$ cat src/rtl/fb_write_scheduler_pkg.sv
// Shared VGA framebuffer definitions: default geometry, scheduler FSM states
// and the pixel record carried between drawing blocks and the write port.
package fb_write_scheduler_pkg;

  localparam int FB_X_W       = 8;
  localparam int FB_Y_W       = 8;
  localparam int FB_COLOUR_W  = 3;
  localparam int FB_BG_COLOUR = 0;

  typedef enum logic [1:0] {
    IDLE  = 2'd0,
    ARM   = 2'd1,
    SWEEP = 2'd2,
    DONE  = 2'd3
  } fsm_state_t;

  typedef struct packed {
    logic [FB_X_W-1:0]      x;
    logic [FB_Y_W-1:0]      y;
    logic [FB_COLOUR_W-1:0] colour;
  } pixel_t;

  // Any state other than IDLE belongs to a clear sequence.
  function automatic logic is_clearing(fsm_state_t s);
    return s != IDLE;
  endfunction

endpackage

$ cat src/rtl/fb_write_scheduler_if.sv
// Bundle of clear-engine, draw-requester and framebuffer plot signals around
// the write scheduler; slave is the scheduler side, master is its environment.
interface fb_write_scheduler_if #(
  parameter int X_W      = fb_write_scheduler_pkg::FB_X_W,
  parameter int Y_W      = fb_write_scheduler_pkg::FB_Y_W,
  parameter int COLOUR_W = fb_write_scheduler_pkg::FB_COLOUR_W
);

  logic                clear_req;
  logic                clear_busy;
  logic                clear_done;

  logic                clr_reset;
  logic                clr_enable;
  logic [X_W-1:0]      clr_x;
  logic [Y_W-1:0]      clr_y;
  logic                clr_finished;

  logic                d0_valid;
  logic                d0_ready;
  logic [X_W-1:0]      d0_x;
  logic [Y_W-1:0]      d0_y;
  logic [COLOUR_W-1:0] d0_colour;

  logic                d1_valid;
  logic                d1_ready;
  logic [X_W-1:0]      d1_x;
  logic [Y_W-1:0]      d1_y;
  logic [COLOUR_W-1:0] d1_colour;

  logic                fb_plot;
  logic [X_W-1:0]      fb_x;
  logic [Y_W-1:0]      fb_y;
  logic [COLOUR_W-1:0] fb_colour;

  modport slave (
    input  clear_req, clr_x, clr_y, clr_finished,
           d0_valid, d0_x, d0_y, d0_colour,
           d1_valid, d1_x, d1_y, d1_colour,
    output clear_busy, clear_done, clr_reset, clr_enable,
           d0_ready, d1_ready,
           fb_plot, fb_x, fb_y, fb_colour
  );

  modport master (
    output clear_req, clr_x, clr_y, clr_finished,
           d0_valid, d0_x, d0_y, d0_colour,
           d1_valid, d1_x, d1_y, d1_colour,
    input  clear_busy, clear_done, clr_reset, clr_enable,
           d0_ready, d1_ready,
           fb_plot, fb_x, fb_y, fb_colour
  );

endinterface

$ cat src/rtl/fb_write_scheduler_arbiter.sv
// Two-way round-robin arbiter: a lone requester always wins, a tie goes to
// the requester that did not win last. Grants are combinational.
module fb_rr_arbiter2 (
  input  logic clk,
  input  logic reset,
  input  logic enable,
  input  logic valid0,
  input  logic valid1,
  output logic grant0,
  output logic grant1
);

  // 0: requester 0 won last, 1: requester 1 won last
  logic last_grant;

  always_comb begin
    grant0 = 1'b0;
    grant1 = 1'b0;
    if (enable) begin
      if (valid0 && valid1) begin
        grant0 = last_grant;
        grant1 = !last_grant;
      end else begin
        grant0 = valid0;
        grant1 = valid1;
      end
    end
  end

  always_ff @(posedge clk or negedge reset) begin
    if (!reset) begin
      last_grant <= 1'b1;
    end else if (grant0) begin
      last_grant <= 1'b0;
    end else if (grant1) begin
      last_grant <= 1'b1;
    end
  end

endmodule

$ cat src/rtl/fb_write_scheduler.sv
// Owner of the single framebuffer write port: runs the clear engine with
// absolute priority and otherwise feeds round-robin draw pixels, one per cycle.
module fb_write_scheduler
  import fb_write_scheduler_pkg::*;
#(
  parameter int X_W       = FB_X_W,
  parameter int Y_W       = FB_Y_W,
  parameter int COLOUR_W  = FB_COLOUR_W,
  parameter int BG_COLOUR = FB_BG_COLOUR
) (
  input  logic                  clk,
  input  logic                  reset,
  fb_write_scheduler_if.slave   bus
);

  localparam logic [COLOUR_W-1:0] BG = COLOUR_W'(BG_COLOUR);

  fsm_state_t          state;
  fsm_state_t          state_nxt;
  logic                clear_pending;
  logic                clear_pending_nxt;
  logic                arb_en;
  logic                grant0;
  logic                grant1;
  logic                sweep_pix;

  logic                plot_p1;
  logic [X_W-1:0]      x_p1;
  logic [Y_W-1:0]      y_p1;
  logic [COLOUR_W-1:0] colour_p1;

  always_ff @(posedge clk or negedge reset) begin
    if (!reset) begin
      state         <= IDLE;
      clear_pending <= 1'b0;
    end else begin
      state         <= state_nxt;
      clear_pending <= clear_pending_nxt;
    end
  end

  always_comb begin
    state_nxt         = state;
    clear_pending_nxt = clear_pending;
    arb_en            = 1'b0;
    case (state)
      IDLE: begin
        if (bus.clear_req || clear_pending) begin
          state_nxt = ARM;
        end else begin
          // reset is folded in so ready stays low while reset is held
          arb_en = reset;
        end
      end
      ARM:   state_nxt = SWEEP;
      SWEEP: if (bus.clr_finished) state_nxt = DONE;
      DONE:  state_nxt = clear_pending ? ARM : IDLE;
      default: state_nxt = IDLE;
    endcase
    // Requests arriving mid-sequence collapse into one follow-up clear.
    if (is_clearing(state) && bus.clear_req) begin
      clear_pending_nxt = 1'b1;
    end
    if (state_nxt == ARM) begin
      clear_pending_nxt = 1'b0;
    end
  end

  fb_rr_arbiter2 u_arb (
    .clk    (clk),
    .reset  (reset),
    .enable (arb_en),
    .valid0 (bus.d0_valid),
    .valid1 (bus.d1_valid),
    .grant0 (grant0),
    .grant1 (grant1)
  );

  assign sweep_pix = (state == SWEEP) && !bus.clr_finished;

  // Stage p0 -> p1: the selected pixel is registered onto the write port.
  always_ff @(posedge clk or negedge reset) begin
    if (!reset) begin
      plot_p1   <= 1'b0;
      x_p1      <= '0;
      y_p1      <= '0;
      colour_p1 <= '0;
    end else begin
      plot_p1 <= sweep_pix || grant0 || grant1;
      if (sweep_pix) begin
        x_p1      <= bus.clr_x;
        y_p1      <= bus.clr_y;
        colour_p1 <= BG;
      end else if (grant0) begin
        x_p1      <= bus.d0_x;
        y_p1      <= bus.d0_y;
        colour_p1 <= bus.d0_colour;
      end else if (grant1) begin
        x_p1      <= bus.d1_x;
        y_p1      <= bus.d1_y;
        colour_p1 <= bus.d1_colour;
      end
    end
  end

  assign bus.fb_plot    = plot_p1;
  assign bus.fb_x       = x_p1;
  assign bus.fb_y       = y_p1;
  assign bus.fb_colour  = colour_p1;

  assign bus.d0_ready   = grant0;
  assign bus.d1_ready   = grant1;

  assign bus.clr_reset  = (state == ARM);
  assign bus.clr_enable = (state == SWEEP);
  assign bus.clear_busy = is_clearing(state);
  assign bus.clear_done = (state == DONE);

endmodule

$ cat src/flat_wrapper.sv
// flat-port wrapper written by rule: the top's interface ports become plain ports
module fb_write_scheduler_flat import fb_write_scheduler_pkg::*;
#(
  parameter int X_W       = FB_X_W,
  parameter int Y_W       = FB_Y_W,
  parameter int COLOUR_W  = FB_COLOUR_W,
  parameter int BG_COLOUR = FB_BG_COLOUR
)
  (clk, reset, bus_clear_req, bus_clr_x, bus_clr_y, bus_clr_finished, bus_d0_valid, bus_d0_x, bus_d0_y, bus_d0_colour, bus_d1_valid, bus_d1_x, bus_d1_y, bus_d1_colour, bus_clear_busy, bus_clear_done, bus_clr_reset, bus_clr_enable, bus_d0_ready, bus_d1_ready, bus_fb_plot, bus_fb_x, bus_fb_y, bus_fb_colour);
  fb_write_scheduler_if #(.X_W(X_W), .Y_W(Y_W), .COLOUR_W(COLOUR_W)) bus_i ();
  input  logic clk;
  input  logic reset;
  input wire logic [$bits(bus_i.clear_req)-1:0] bus_clear_req;
  input wire logic [$bits(bus_i.clr_x)-1:0] bus_clr_x;
  input wire logic [$bits(bus_i.clr_y)-1:0] bus_clr_y;
  input wire logic [$bits(bus_i.clr_finished)-1:0] bus_clr_finished;
  input wire logic [$bits(bus_i.d0_valid)-1:0] bus_d0_valid;
  input wire logic [$bits(bus_i.d0_x)-1:0] bus_d0_x;
  input wire logic [$bits(bus_i.d0_y)-1:0] bus_d0_y;
  input wire logic [$bits(bus_i.d0_colour)-1:0] bus_d0_colour;
  input wire logic [$bits(bus_i.d1_valid)-1:0] bus_d1_valid;
  input wire logic [$bits(bus_i.d1_x)-1:0] bus_d1_x;
  input wire logic [$bits(bus_i.d1_y)-1:0] bus_d1_y;
  input wire logic [$bits(bus_i.d1_colour)-1:0] bus_d1_colour;
  output wire logic [$bits(bus_i.clear_busy)-1:0] bus_clear_busy;
  output wire logic [$bits(bus_i.clear_done)-1:0] bus_clear_done;
  output wire logic [$bits(bus_i.clr_reset)-1:0] bus_clr_reset;
  output wire logic [$bits(bus_i.clr_enable)-1:0] bus_clr_enable;
  output wire logic [$bits(bus_i.d0_ready)-1:0] bus_d0_ready;
  output wire logic [$bits(bus_i.d1_ready)-1:0] bus_d1_ready;
  output wire logic [$bits(bus_i.fb_plot)-1:0] bus_fb_plot;
  output wire logic [$bits(bus_i.fb_x)-1:0] bus_fb_x;
  output wire logic [$bits(bus_i.fb_y)-1:0] bus_fb_y;
  output wire logic [$bits(bus_i.fb_colour)-1:0] bus_fb_colour;
  assign bus_i.clear_req = bus_clear_req;
  assign bus_i.clr_x = bus_clr_x;
  assign bus_i.clr_y = bus_clr_y;
  assign bus_i.clr_finished = bus_clr_finished;
  assign bus_i.d0_valid = bus_d0_valid;
  assign bus_i.d0_x = bus_d0_x;
  assign bus_i.d0_y = bus_d0_y;
  assign bus_i.d0_colour = bus_d0_colour;
  assign bus_i.d1_valid = bus_d1_valid;
  assign bus_i.d1_x = bus_d1_x;
  assign bus_i.d1_y = bus_d1_y;
  assign bus_i.d1_colour = bus_d1_colour;
  assign bus_clear_busy = bus_i.clear_busy;
  assign bus_clear_done = bus_i.clear_done;
  assign bus_clr_reset = bus_i.clr_reset;
  assign bus_clr_enable = bus_i.clr_enable;
  assign bus_d0_ready = bus_i.d0_ready;
  assign bus_d1_ready = bus_i.d1_ready;
  assign bus_fb_plot = bus_i.fb_plot;
  assign bus_fb_x = bus_i.fb_x;
  assign bus_fb_y = bus_i.fb_y;
  assign bus_fb_colour = bus_i.fb_colour;
  fb_write_scheduler #(.X_W(X_W), .Y_W(Y_W), .COLOUR_W(COLOUR_W), .BG_COLOUR(BG_COLOUR)) u_core (.clk(clk), .reset(reset), .bus(bus_i));
endmodule
$ cat config.mk
export PLATFORM = sky130hd
export DESIGN_NAME = fb_write_scheduler_flat
export DESIGN_NICKNAME = d
export VERILOG_FILES = /design/src/rtl/fb_write_scheduler_pkg.sv /design/src/rtl/fb_write_scheduler_if.sv /design/src/rtl/fb_write_scheduler_arbiter.sv /design/src/rtl/fb_write_scheduler.sv /design/src/flat_wrapper.sv
export SDC_FILE = /design/constraint.sdc
export NUM_CORES = 1
export LEC_CHECK = 0
export ABC_AREA = 1
export CAP_MARGIN = 5
export CORE_MARGIN = 2
export CORE_UTILIZATION = 34
export CTS_CLUSTER_DIAMETER = 30
export DETAILED_ROUTE_END_ITERATION = 6
export GPL_ROUTABILITY_DRIVEN = 1
export HOLD_SLACK_MARGIN = 0.05
export PLACE_DENSITY_LB_ADDON = 0.3
export SLEW_MARGIN = 20
export SYNTH_ARGS = -nofsm -noshare
export SYNTH_HDL_FRONTEND = slang
export SYNTH_SLANG_ARGS = --single-unit
$ cat constraint.sdc
create_clock -name clk -period 1.64 [get_ports clk]
set_input_delay 0.328 -clock clk [delete_from_list [all_inputs] [get_ports clk]]
set_output_delay 0.328 -clock clk [all_outputs]
set_load 0.01 [all_outputs]
After elaboration in Yosys (flattened, before gate mapping):

Index checks and enable logic that the tools add are counted.

* bits in read-only memories: 0
* bits of input ports: 60
* bits in latches: 0
* bits in registers: 24
* RAM bits: 0
* memories: 0
* output and inout port bits: 26

* add/subtract/negate cells: 0
* $mul: 0
* shift operators: 0
* equality and inequality tests: 4
* bitwise operators: 0
* reduce and logical (&&, ||, !) cells: 13
* magnitude comparators: 0
* mux-type cells: 23
* divide/modulo/power cells: 0

Operator list (count)
* two-way mux 8 bit: 6
* two-way mux 1 bit: 11
* two-way mux 3 bit: 3
* one-hot mux 2 bit (4 select lines): 1
* nonzero test 2 bit: 3
* equality test 2 x 1 -> 1 bit (second input constant): 2
* equality test 2 bit (second input constant): 2
* two-way mux 2 bit: 2
* logical AND 1 bit: 3
* logical OR 1 bit: 3
* nonzero test 3 bit: 1
* logical NOT 1 bit: 2
* logical NOT 2 bit: 1

Logic depth before layout (Yosys ltp):

* depth after elaboration: 7
* gate-level depth with buffers: 10

Modules after synthesis:

A second synthesis with hierarchy kept.

* cell total of the unflattened synthesis: 178
* area total of the unflattened synthesis: 1441.4 µm²

Modules (own cells, without submodules)
* fb_write_scheduler: seq. area each 575.6 µm², times used 1, cells an instance 166, area an instance 1367.6 µm²
* fb_rr_arbiter2: seq. area each 26.3 µm², times used 1, cells an instance 12, area an instance 73.8 µm²

Worst setup path before layout:

OpenSTA, ideal clock, no wires.

* kind: reg2reg
* start: register u_core.state[0]
* end: register u_core.x_p1[2], in the netlist u_core.bus.fb_x[2]
* stages on the path, launching flop included: 9
* slack: 0.034 ns
* buffers on the path: 1
* arrival: 1.483 ns
* clock period less this slack: 1.606 ns
* library setup time: 0.124 ns
* path through: dfrtp_1 -> inv_1 -> ha_1 -> inv_1 -> nor2_2 -> nor2_1 -> buf_6 -> nand2_1 -> nand3_1

* elaborated cells on any way between the ends: 9
* classes of those cells: 1 x eq/ne; 5 x mux; 3 x reduce/logical

RTL lines
* start: declaration: line fb_write_scheduler.sv:18 `fsm_state_t state;`
* start signal: assignment: line fb_write_scheduler.sv:37 `state <= state_nxt;`
* equality test 2 bit *
* net bus_clr_enable: line flat_wrapper.sv:28 `output wire logic [$bits(bus_i.clr_enable)-1:0] bus_clr_enable;`
* logical AND 1 bit *: line fb_write_scheduler.sv:79 `assign sweep_pix = (state == SWEEP) && !bus.clr_finished;`
* nonzero test 3 bit (no line) or two-way mux 8 bit (tied branches)
* end signal: assignment: line fb_write_scheduler.sv:91 `x_p1 <= bus.clr_x;`
* end signal: assignment: line fb_write_scheduler.sv:95 `x_p1 <= bus.d0_x;`
* end signal: assignment: line fb_write_scheduler.sv:99 `x_p1 <= bus.d1_x;`
* end: declaration: line fb_write_scheduler.sv:28 `logic [X_W-1:0] x_p1;`

The timed path passes the listed nets; every way through them passes the cells marked *.
A chain may end at the register's enable or synchronous reset.

Final worst setup path:

* start: register u_core.state[1]
* end: output port bus_d0_ready

* longest elaborated chain between the ends: 3

RTL lines
* logical NOT 2 bit: line fb_write_scheduler.sv:46 `case (state)`
* two-way mux 1 bit: line fb_write_scheduler.sv:46
* two-way mux 1 bit: line fb_write_scheduler_arbiter.sv:19 `if (enable) begin`
* end: declaration: line flat_wrapper.sv:29 `output wire logic [$bits(bus_i.d0_ready)-1:0] bus_d0_ready;`

No other way between the ends.

==> results summary <==
The flow ran to the end, but the final reports show violations. The final reports fail on setup timing. STA puts the critical path data arrival time at 1.35 ns. The commonest cells after synthesis are sky130_fd_sc_hd__nand2_1, sky130_fd_sc_hd__nand3_1, sky130_fd_sc_hd__dfrtp_1. The highest layer used for signal routing is met4. Of the total power, the share spent switching nets is 0.352. The sum of routed wire length over all layers is 4.50 mm. The CTS tree is yes. The total nets after synthesis came out at 268. The pre-CTS setup slack came out at -0.507 ns. Internal power comes to 2210 uW.

The global-route wire length before repair came out at 7.17 mm. The die height is 69.1 um. Input and output buffers added on the ports amount to 85.

The I/O pin count is 86. Entering global routing, the biggest net connects 25 pins. Once placement finished, the instance area stood at 2430 um^2. The post-layout instance area is 2620 um^2. The fraction of power consumed by sequential logic is 0.300. The number of levels in the clock H-tree came out at 1. Dividing the final minimum period by the clock period gives 1.03. The number of detailed-routing iterations run before antenna repair is 4. The maximum fanout count along the critical path is 3.

In the final routing, the length of wire on met1 measures 1.93 mm. Setup repair after global routing could not meet its margin everywhere. In this run the tightest slew margin relative to its limit is 0.768. In this run the standard cell core region covers 4030 um^2. The slew at the pin closest to its max-slew limit came out at 0.347 ns.

The worst setup slack after layout is -0.0417 ns. The initialized floorplan defines 23 standard-cell rows. The warning count from the yosys run came out at 0. Setup violations remaining at the end of the flow were counted as 2. The horizontal die dimension is 69.1 um. The synthesized netlist cell count is 204. The post-detailed-route wirelength per cell came out at 12.5 um. The placer congestion estimate is 0.766.

For this run, the total global-route usage over all layers was measured as 0.181. The total overflow left after global routing is 0. The sequential fraction of the synthesis area came out at 0.418.

The hold violation count in the final report came out at 0. After synthesis, the cell types taking the most area are sky130_fd_sc_hd__dfrtp_1, sky130_fd_sc_hd__nand2_1, sky130_fd_sc_hd__nand3_1. The overall die area is 4770 um^2. In this run the remaining antenna-violating nets after routing total 0. The required time of the critical path came out at 1.31 ns. The number of buffers on the longest clock path is 2. STA classifies the critical path endpoint as an output port. Among all flip-flop cells after synthesis, the most frequent one is sky130_fd_sc_hd__dfrtp_1.

The tightest min-delay check is of the input pin to asynchronous set/reset pin type. After synthesis, the share of flip-flops with an asynchronous set or reset is 1.00. The count of flip-flops with a built-in enable after synthesis is 0. The quantity of hold-fixing buffers added after cts is 0.

Across the VDD grid, the largest voltage drop is 0.000692 V. The detail-routed via count per cell came out at 4.61. The number of global-route vias before repair is 1614. The largest clock skew in the final design is 0.00845 ns. For the worst-skew pair, the clock arrives at the later sink with an insertion delay of 0.27 ns.

The shortest clock period the worst path allows after layout came out at 1.68 ns. Counting flops and latches in the post-synthesis netlist gives 24. The initial core utilization is 0.357. The synthesized area per cell came out at 7.06 um^2. The utilization of the core after routing is 0.651. The signed area change from the synthesized netlist to the final layout is 82.1%. Clock-pin slew was measured on the worst setup and hold paths at 0.09 ns. The net switching power of the design is 1200 uW. The clock drives 24 sinks.

The number of max-capacitance violations reported is 0. The total met3 wirelength after detailed routing is 191 um. The number of remaining DRC errors came out at 0. The share of total power in combinational logic came out at 0.546. The launching element type of the critical path is a register. The area share of the largest cell type after synthesis came out at 0.400. The cell leakage power is 0.00129 uW.

Of the total power, the clock network draws 0.154. The kind of critical path is register to output port. The net count of the finished layout is 375. The power per unit of standard cell area came out at 1300 nW/um^2. The area of the mapped netlist came out at 1440 um^2.

The initial antenna violation count is 0. The final count of pins violating max slew is 0. The number of library cell types mapped by synthesis is 19.

The library cell occupying the most area in the post-synthesis netlist is sky130_fd_sc_hd__dfrtp_1. Among all cell types in the netlist, the one instantiated most often is sky130_fd_sc_hd__nand2_1. The root buffer cell chosen for the clock tree is sky130_fd_sc_hd__clkbuf_8.

In the final layout, the share of cells above drive strength 1 is 0.165. The first-iteration detailed-routing DRC count came out at 72. The TritonCTS buffer count came out at 3.

The fmax is 0.595 GHz. The number of antenna cells inserted is 0. The via count is 1659. The placed wire-length estimate after detailed placement came out at 3.24 mm.

The wire length on met2 is 2.35 mm.
-- power groups by stage --
stage	Clock (uW)	Combinational, uW	Sequential (uW)
floorplan	0	680	1130
global placement	0	1750	1020
detailed placement	0	1780	1020
CTS	531	1810	1020
global route	551	2050	1060
finish	523	1860	1020
-- flip-flops by register name, indices dropped and copies added, names as in the netlist --
register	flops
u_core.bus.fb_y	8
u_core.bus.fb_colour	3
u_core.clear_pending	1
u_core.bus.fb_plot	1
u_core.state	2
u_core.bus.fb_x	8
u_core.u_arb.last_grant	1
-- layout by cell type, fill, tap and decap left out --
cell,Yosys,routed
sky130_fd_sc_hd__dfstp_2,1,1
sky130_fd_sc_hd__o21bai_4,0,1
sky130_fd_sc_hd__nand3_1,32,32
sky130_fd_sc_hd__nor2_4,1,6
sky130_fd_sc_hd__buf_12,0,1
sky130_fd_sc_hd__dfrtp_1,23,23
sky130_fd_sc_hd__bufinv_16,0,1
sky130_fd_sc_hd__nand2_4,0,1
sky130_fd_sc_hd__ha_1,4,3
sky130_fd_sc_hd__inv_1,15,11
sky130_fd_sc_hd__inv_2,1,5
sky130_fd_sc_hd__clkbuf_2,0,2
sky130_fd_sc_hd__nand2_2,2,3
sky130_fd_sc_hd__nor2_8,1,1
sky130_fd_sc_hd__clkdlybuf4s50_1,0,78
sky130_fd_sc_hd__ha_4,0,1
sky130_fd_sc_hd__nand2_1,104,102
sky130_fd_sc_hd__a21oi_2,0,1
sky130_fd_sc_hd__buf_6,3,4
sky130_fd_sc_hd__clkbuf_8,0,3
sky130_fd_sc_hd__clkdlybuf4s15_1,0,1
sky130_fd_sc_hd__o21ai_0,4,4
sky130_fd_sc_hd__a21oi_4,1,1
sky130_fd_sc_hd__nor2_1,2,1
sky130_fd_sc_hd__buf_4,0,19
sky130_fd_sc_hd__dlygate4sd2_1,0,2
sky130_fd_sc_hd__a21oi_1,3,2
-- through the flow --
step	hold WS, ns	TNS, ns	power [uW]	std cells
floorplan	0.0324	0	1810	204
global placement	0.464	-8.13	2770	349
detailed placement	0.481	-8.15	2800	349
CTS	0.327	-0.220	3360	354
global route	0.344	-1.40	3660	360
finish	0.311	-0.0590	3410	360
-- kinds of logic (layout without fill, tap and decap cells) --
family / after synthesis / in the layout / share of synthesized area
flip-flops: 24 / 24 / 0.418
adder cells (fa/ha/maj): 4 / 4 / 0.0348
buffers and inverters: 24 / 127 / 0.0817
AO/OA/AOI/OAI: 9 / 9 / 0.0434
AND/OR/NAND/NOR: 143 / 146 / 0.422
-- metal layers --
layer	up-vias	global-route usage
met5	-	0
met4	0	0.0501
met3	4	0.0249
met2	43	0.326
met1	765	0.226
li1	847	-
-- area by class of cell --
type | count | area, um^2
clock buffer | 3 | 41.3
fill | 356 | 1410
sequential | 24 | 602
timing repair buffer | 107 | 1030
clock inverter | 1 | 30.0
multi-input combinational | 159 | 801
tap | 50 | 62.6
inverter | 16 | 60.1
-- final timing paths --
| check | startpoint | endpoint | slack (ns) | depth (start not counted) |
|---|---|---|---|---|
| worst max-delay path | u_core.state[1]$_DFF_PN0_ | bus_d0_ready | -0.04 | 7 |
| worst min-delay path | reset | u_core.bus.fb_colour[2]$_DFFE_PN0P_ | 0.31 | 2 |
| worst max register to register | u_core.state[1]$_DFF_PN0_ | u_core.bus.fb_y[2]$_DFFE_PN0P_ | 0.02 | 11 |
| worst min register to register | u_core.bus.fb_colour[2]$_DFFE_PN0P_ | u_core.bus.fb_colour[2]$_DFFE_PN0P_ | 0.50 | 2 |
| max in group asynchronous | reset | u_core.u_arb.last_grant$_DFFE_PN1P_ | 1.03 | 2 |
| min in group clk | u_core.bus.fb_colour[2]$_DFFE_PN0P_ | u_core.bus.fb_colour[2]$_DFFE_PN0P_ | 0.50 | 2 |
-- worst max-delay path, cell delays in order (launching register included) --
cell	delay, ns
sky130_fd_sc_hd__dfrtp_1	0.39
sky130_fd_sc_hd__inv_2	0.08
sky130_fd_sc_hd__ha_4	0.15
sky130_fd_sc_hd__nand2_4	0.05
sky130_fd_sc_hd__nor2_4	0.15
sky130_fd_sc_hd__nand2_2	0.10
sky130_fd_sc_hd__inv_2	0.08
sky130_fd_sc_hd__buf_6	0.09
-- repair_timing --
item,4_1_cts,5_1_grt
resized for setup,23,17
pin swaps,3,3
cloned,0,3
buffers inserted,1,3
endpoints found under the setup margin,26,25
Power figures use the tool's default switching activity.
